**src/rtl/lsu_pkg.sv**
```systemverilog
// Shared encodings, FSM states and lane helpers for the load/store unit
// and its lane aligner.
package lsu_pkg;

  localparam logic [1:0] SIZE_B = 2'b00;
  localparam logic [1:0] SIZE_H = 2'b01;
  localparam logic [1:0] SIZE_W = 2'b10;

  typedef enum logic [1:0] {
    IDLE = 2'd0,
    RD   = 2'd1,
    WR   = 2'd2,
    RESP = 2'd3
  } lsu_state_e;

  localparam logic [31:0] LANE_MASK_B = 32'h0000_00ff;
  localparam logic [31:0] LANE_MASK_H = 32'h0000_ffff;
  localparam logic [31:0] LANE_MASK_W = 32'hffff_ffff;

  // Bit position of the addressed lane inside the little-endian word.
  function automatic logic [4:0] lane_shift(input logic [1:0] offset);
    return {offset, 3'b000};
  endfunction

  function automatic logic [31:0] lane_mask(input logic [1:0] size);
    logic [31:0] m;
    case (size)
      SIZE_B:  m = LANE_MASK_B;
      SIZE_H:  m = LANE_MASK_H;
      default: m = LANE_MASK_W;
    endcase
    return m;
  endfunction

  // Size 11 has no legal alignment at all.
  function automatic logic is_misaligned(input logic [1:0] size, input logic [1:0] offset);
    logic bad;
    case (size)
      SIZE_B:  bad = 1'b0;
      SIZE_H:  bad = offset[0];
      SIZE_W:  bad = (offset != 2'b00);
      default: bad = 1'b1;
    endcase
    return bad;
  endfunction

endpackage

```
**src/rtl/lsu_lane_align.sv**
```systemverilog
// Combinational lane steering: extracts and extends load lanes, and merges
// sub-word store data into an existing word.
module lsu_lane_align
  import lsu_pkg::*;
(
  input  logic [31:0] load_word_i,
  input  logic [1:0]  offset_i,
  input  logic [1:0]  size_i,
  input  logic        unsigned_i,
  output logic [31:0] load_data_o,
  input  logic [31:0] old_word_i,
  input  logic [31:0] wdata_i,
  output logic [31:0] merged_o
);

  logic [4:0]  shamt;
  logic [31:0] shifted;
  logic [31:0] mask;

  assign shamt   = lane_shift(offset_i);
  assign shifted = load_word_i >> shamt;
  assign mask    = lane_mask(size_i) << shamt;

  // Word loads are always aligned, so the unshifted word passes straight through.
  always_comb begin
    load_data_o = shifted;
    case (size_i)
      SIZE_B: load_data_o = unsigned_i ? (shifted & LANE_MASK_B)
                                       : {{24{shifted[7]}}, shifted[7:0]};
      SIZE_H: load_data_o = unsigned_i ? (shifted & LANE_MASK_H)
                                       : {{16{shifted[15]}}, shifted[15:0]};
      default: load_data_o = shifted;
    endcase
  end

  assign merged_o = (old_word_i & ~mask) | ((wdata_i << shamt) & mask);

endmodule

```
**src/rtl/load_store_unit.sv**
```systemverilog
// MEM-stage load/store initiator: one request at a time, sub-word stores
// are read-modify-write on the addressed 32-bit word.
module load_store_unit
  import lsu_pkg::*;
#(
  parameter int ADDR_W = 8,
  parameter int DATA_W = 32
) (
  input  logic              clk,
  input  logic              rst_n,
  input  logic              req_valid,
  output logic              req_ready,
  input  logic              req_write,
  input  logic [1:0]        req_size,
  input  logic              req_unsigned,
  input  logic [ADDR_W+1:0] req_addr,
  input  logic [DATA_W-1:0] req_wdata,
  output logic              resp_valid,
  output logic [DATA_W-1:0] resp_rdata,
  output logic              resp_err,
  output logic [ADDR_W-1:0] mem_read_addr,
  output logic [ADDR_W-1:0] mem_write_addr,
  output logic [DATA_W-1:0] mem_write_data,
  output logic              mem_read,
  output logic              mem_write,
  input  logic [DATA_W-1:0] mem_read_data
);

  lsu_state_e        state_q, state_d;
  logic              write_q, write_d;
  logic [1:0]        size_q, size_d;
  logic              unsigned_q, unsigned_d;
  logic [ADDR_W-1:0] waddr_q, waddr_d;
  logic [1:0]        offset_q, offset_d;
  logic [DATA_W-1:0] wdata_q, wdata_d;
  logic              err_q, err_d;
  logic [DATA_W-1:0] rdata_q, rdata_d;
  logic [DATA_W-1:0] mwdata_q, mwdata_d;

  logic              req_misaligned;
  logic [DATA_W-1:0] load_data;
  logic [DATA_W-1:0] merged_word;

  assign req_misaligned = is_misaligned(req_size, req_addr[1:0]);

  lsu_lane_align u_lane_align (
    .load_word_i (mem_read_data),
    .offset_i    (offset_q),
    .size_i      (size_q),
    .unsigned_i  (unsigned_q),
    .load_data_o (load_data),
    .old_word_i  (mem_read_data),
    .wdata_i     (wdata_q),
    .merged_o    (merged_word)
  );

  // Every memory-facing output comes straight from a register, so strobes
  // drop the instant reset is asserted.
  assign req_ready      = (state_q == IDLE);
  assign resp_valid     = (state_q == RESP);
  assign resp_err       = (state_q == RESP) && err_q;
  assign resp_rdata     = rdata_q;
  assign mem_read       = (state_q == RD);
  assign mem_write      = (state_q == WR);
  assign mem_read_addr  = waddr_q;
  assign mem_write_addr = waddr_q;
  assign mem_write_data = mwdata_q;

  always_comb begin
    state_d    = state_q;
    write_d    = write_q;
    size_d     = size_q;
    unsigned_d = unsigned_q;
    waddr_d    = waddr_q;
    offset_d   = offset_q;
    wdata_d    = wdata_q;
    err_d      = err_q;
    rdata_d    = rdata_q;
    mwdata_d   = mwdata_q;

    case (state_q)
      IDLE: begin
        if (req_valid) begin
          write_d    = req_write;
          size_d     = req_size;
          unsigned_d = req_unsigned;
          waddr_d    = req_addr[ADDR_W+1:2];
          offset_d   = req_addr[1:0];
          wdata_d    = req_wdata;
          err_d      = req_misaligned;
          if (req_misaligned) begin
            state_d = RESP;
          end else if (req_write && (req_size == SIZE_W)) begin
            mwdata_d = req_wdata;
            state_d  = WR;
          end else begin
            state_d = RD;
          end
        end
      end
      // The read word is consumed on the edge leaving RD, either as a load
      // result or as the base for a sub-word merge.
      RD: begin
        if (write_q) begin
          mwdata_d = merged_word;
          state_d  = WR;
        end else begin
          rdata_d = load_data;
          state_d = RESP;
        end
      end
      WR: begin
        rdata_d = '0;
        state_d = RESP;
      end
      RESP: begin
        state_d = IDLE;
      end
      default: begin
        state_d = IDLE;
      end
    endcase
  end

  always_ff @(posedge clk or negedge rst_n) begin
    if (!rst_n) begin
      state_q    <= IDLE;
      write_q    <= 1'b0;
      size_q     <= SIZE_B;
      unsigned_q <= 1'b0;
      waddr_q    <= '0;
      offset_q   <= 2'b00;
      wdata_q    <= '0;
      err_q      <= 1'b0;
      rdata_q    <= '0;
      mwdata_q   <= '0;
    end else begin
      state_q    <= state_d;
      write_q    <= write_d;
      size_q     <= size_d;
      unsigned_q <= unsigned_d;
      waddr_q    <= waddr_d;
      offset_q   <= offset_d;
      wdata_q    <= wdata_d;
      err_q      <= err_d;
      rdata_q    <= rdata_d;
      mwdata_q   <= mwdata_d;
    end
  end

endmodule

```
**config.mk**
```make
export PLATFORM = sky130hd
export DESIGN_NAME = load_store_unit
export DESIGN_NICKNAME = d
export VERILOG_FILES = /design/src/rtl/lsu_pkg.sv /design/src/rtl/lsu_lane_align.sv /design/src/rtl/load_store_unit.sv
export SDC_FILE = /design/constraint.sdc
export NUM_CORES = 1
export LEC_CHECK = 0
export BUFFER_PORTS_ARGS = -buffer_cell sky130_fd_sc_hd__buf_2
export CAP_MARGIN = 20
export CORE_MARGIN = 1
export CORE_UTILIZATION = 30
export DETAILED_ROUTE_END_ITERATION = 6
export GPL_TIMING_DRIVEN = 0
export HOLD_SLACK_MARGIN = 0.12
export PLACE_DENSITY_LB_ADDON = 0.1
export SETUP_SLACK_MARGIN = 0.1
export SLEW_MARGIN = 0
export SYNTH_ARGS = -nofsm -noshare
export SYNTH_HDL_FRONTEND = slang
export SYNTH_HIERARCHICAL = 1
export SYNTH_SLANG_ARGS = --single-unit
```
**constraint.sdc**
```tcl
create_clock -name clk -period 1.6 [get_ports clk]
set_input_delay 0.24 -clock clk [delete_from_list [all_inputs] [get_ports clk]]
set_output_delay 0.24 -clock clk [all_outputs]
set_load 0.02 [all_outputs]
```
==> flow_metrics.tcl <==
set metrics [dict create \
    fin_ws_ns -0.2689 \
    cts_sinks 113 \
    grt_pass1_wl_um 35190 \
    swShare_pct 41.35 \
    r2r_cells 8 \
    cts_max_path_buffers 2 \
    startpoint_type "flop" \
    switchingPower_w 0.01126 \
    critPathSlowestCell "dfrtp_1" \
    finalSetupTns_ns -12.92 \
    max_slew.worst_pin.slew_ns 0.5402 \
    synthesis.nets 668 \
    die_x_um 147.7 \
    criticalPathCategory "reg2reg" \
    hold_end "offset_q[1]" \
    crit_chain "buf_6 > buf_8 > buf_12 > mux2i_4 > a21oi_2 > mux2_4 > mux2i_1 > a21oi_2" \
    ir_drop_uv 1022 \
    grt_overflow_total 0 \
    start_util_pct 31.07 \
    yosys_most_used_dff "dfrtp_1" \
    comb_power_share_pct 65.7 \
    drive_gt1_share_pct 57.22 \
    grt.total_usage_pct 21.64 \
    antenna_found_initial 0 \
    ant_nets 0 \
    r2r_end "mem_write_data[29]" \
    cts_tree "yes" \
    ys_async_sr_fraction_pct 100.0 \
    netlist_instances 582 \
    holdPathStages 2 \
    placementRows 52 \
    arrival_ns 2.17 \
    dieArea_um2 21820 \
    final-seq-area_um2 2830 \
    syn_to_final_growth_pct 64.26 \
    synth-seq-cells 113 \
    hp-class "in2reg" \
    clk_latency_ns 0.42 \
    io_pins 166 \
    drt_iter0_drc 284 \
    ys_top_cells_by_count "dfrtp_1, a21oi_1, mux2i_1" \
    status "complete, but fails checks" \
    violations "setup timing" \
    core_um2 20490 \
    dp_hpwl_um 16430 \
    fmax_mhz 535.1 \
    power_density_nw_per_um2 2604 \
    grt_max_degree 61 \
    placed_area_um2 7685 \
    min_from "req_addr[1]" \
    fill_cells 1882 \
    rr_startpoint "offset_q[0]" \
    cpMostUsedCell "a21oi_2" \
    clock_power_share_pct 14.1 \
    rrSetupSlack_ns -0.27 \
    max_stage_delay_ns 0.41 \
    final_cell_area_um2 10460 \
    viasPerCell 4.968 \
    synth_edf_count 0 \
    grt_pass1_vias 5938 \
    clk_pin_slew_worst_paths_ns 0.05 \
    layoutNonFillerInstCount 1149 \
    synth_largest_area_cell "dfrtp_1" \
    finClkSkew_ns 0.01095 \
    ys_warn_count 6 \
    wirelength_um 23490 \
    synth.top_cell.area_share_pct 44.40 \
    vias 5708 \
    dieHeight_um 147.7 \
    pwr-share-seq_pct 20.2 \
    finalCritPeriodShare_pct 116.8 \
    gp_congestion 0.8642 \
    ys_top_cells_by_area "dfrtp_1, mux2_2, mux2i_1, a21oi_1, a22o_1" \
    cts_made_buffers 17 \
    p_leak_nw 4.759 \
    clockRootBuffer "clkbuf_16" \
    multiInputGateArea_um2 3905 \
    rsz0062_at_grt "yes" \
    ys_seq_area_share_pct 44.40 \
    worst_setup_path_end_kind "flop" \
    yosysUniqueCellTypes 42 \
    slew_headroom_pct 63.99 \
    crit_fanout 5 \
    cts_max_level 4 \
    hold_viol_final 0 \
    netlist_area_um2 6369 \
    finalCriticalPeriod_ns 1.869 \
    syn_avg_cell_area_um2 10.94 \
    num_antenna_cells 0 \
    power.internal_w 0.01598 \
    finalSetupViolCount 65 \
    drcViolationCount 0 \
    placedCellCount 1018 \
    drt_pass1_iterations 4 \
    maxCapViolCount 0 \
    place_ws_ns -0.4326 \
    synth.most_common_cell "dfrtp_1" \
    nNetsFinal 954 \
    wire_per_inst_um 20.45 \
    port_buffers 165 \
    cp.required_ns 1.90 \
    maxSlewViolCount 0 \
]
==> power by group through the flow <==
stage / clock [W] / combinational [W] / sequential, W
detailed placement: 0 / 0.0123 / 0.00534
floorplan: 0 / 0.00802 / 0.00607
global placement: 0 / 0.0121 / 0.00528
CTS: 0.00390 / 0.0160 / 0.00540
global route: 0.00406 / 0.0189 / 0.00567
finish: 0.00385 / 0.0179 / 0.00550
==> layout by cell type, fill, tap and decap left out, types with 6 or more instances in the layout <==
cell           count
buf_2            166
a211oi_2          15
o21ai_1            9
mux2i_1           37
buf_12            20
a211oi_1           6
buf_6             30
mux2_2            27
mux2_4            35
clkbuf_16         23
nor2_1            31
a21oi_1           53
a22o_1            32
nand2_1           21
mux2i_4           17
dlygate4sd3_1     44
nor2b_1           13
a21oi_2           41
clkbuf_8           7
mux2i_2           14
dfrtp_1          111
buf_8             10
buf_4             34
==> area by class of cell <==
cell class	count	area share (%)
clock inverters	5	0.7176
clock buffers	25	4.928
plain buffers	54	5.717
repair buffers	267	20.76
well taps	270	3.229
multi-input cells	409	37.33
flip-flops and latches	113	27.05
inverters	6	0.2631
==> per-layer routing <==
metal  part of all wire (%)  up-vias  track usage, %
met5                      0        -               0
li1                       -     2687               -
met3                    5.0       21           4.383
met2                     48      170           34.72
met4                    1.6        0           6.186
met1                     46     2830           29.49
==> critical path: cells and delay by family, from the launching register on <==
kind	cells	cell delay, ns
DFF	1	0.41
buffers and inverters	3	0.45
AOI/OAI and AO/OA	2	0.16
muxes	3	0.74
==> worst max path at each step <==
stage | start | endpoint | slack [ns] | cells past startpoint
2_1_floorplan | state_q[1] | mem_write_data[10] | -0.11 | 9
3_3_place_gp | rst_n | err_q | -1.17 | 1
3_5_place_dp | size_q[0] | mem_write_data[15] | -0.43 | 9
4_1_cts | offset_q[0] | mem_write_data[31] | -0.26 | 8
5_1_grt | offset_q[0] | mem_write_data[29] | -0.32 | 8
6_report | offset_q[0] | mem_write_data[29] | -0.27 | 8
==> flip-flops by register name, summed over array words and instances (netlist names), 2 cells and up <==
name / flops
resp_rdata: 32
mem_read_addr: 8
state_q: 2
offset_q: 2
mem_write_data: 32
size_q: 2
wdata_q: 32
==> timing repair <==
action,4_1_cts,5_1_grt
hold buffers,44,0
buffers inserted,34,10
pin swaps,38,42
endpoints found under the setup margin,107,105
hold endpoints to repair,97,0
gates cloned,9,7
gates resized for setup,146,110
==> through the flow <==
stage | total power, W | utilization, % | hold slack, ns
after global routing | 0.02865 | 51.04 | 0.1256
after floorplan | 0.01409 | - | -0.05559
after CTS | 0.02531 | 47.99 | 0.1327
after detailed placement | 0.01760 | 37.50 | 0.2369
final | 0.02725 | 51.04 | 0.1465
after global placement | 0.01738 | 37.33 | 0.4648
==> logic make-up after synthesis <==
family                     Yosys count  share of synthesized area (%)
muxes                              130                          21.77
adders and majority gates            5                         0.9823
AOI/OAI and AO/OA                  180                          19.57
and+or+nand+nor                     94                          7.132
DFF                                113                          44.40
buffers and inverters               60                          6.149
Note: power is estimated with default switching activity, not from simulation.
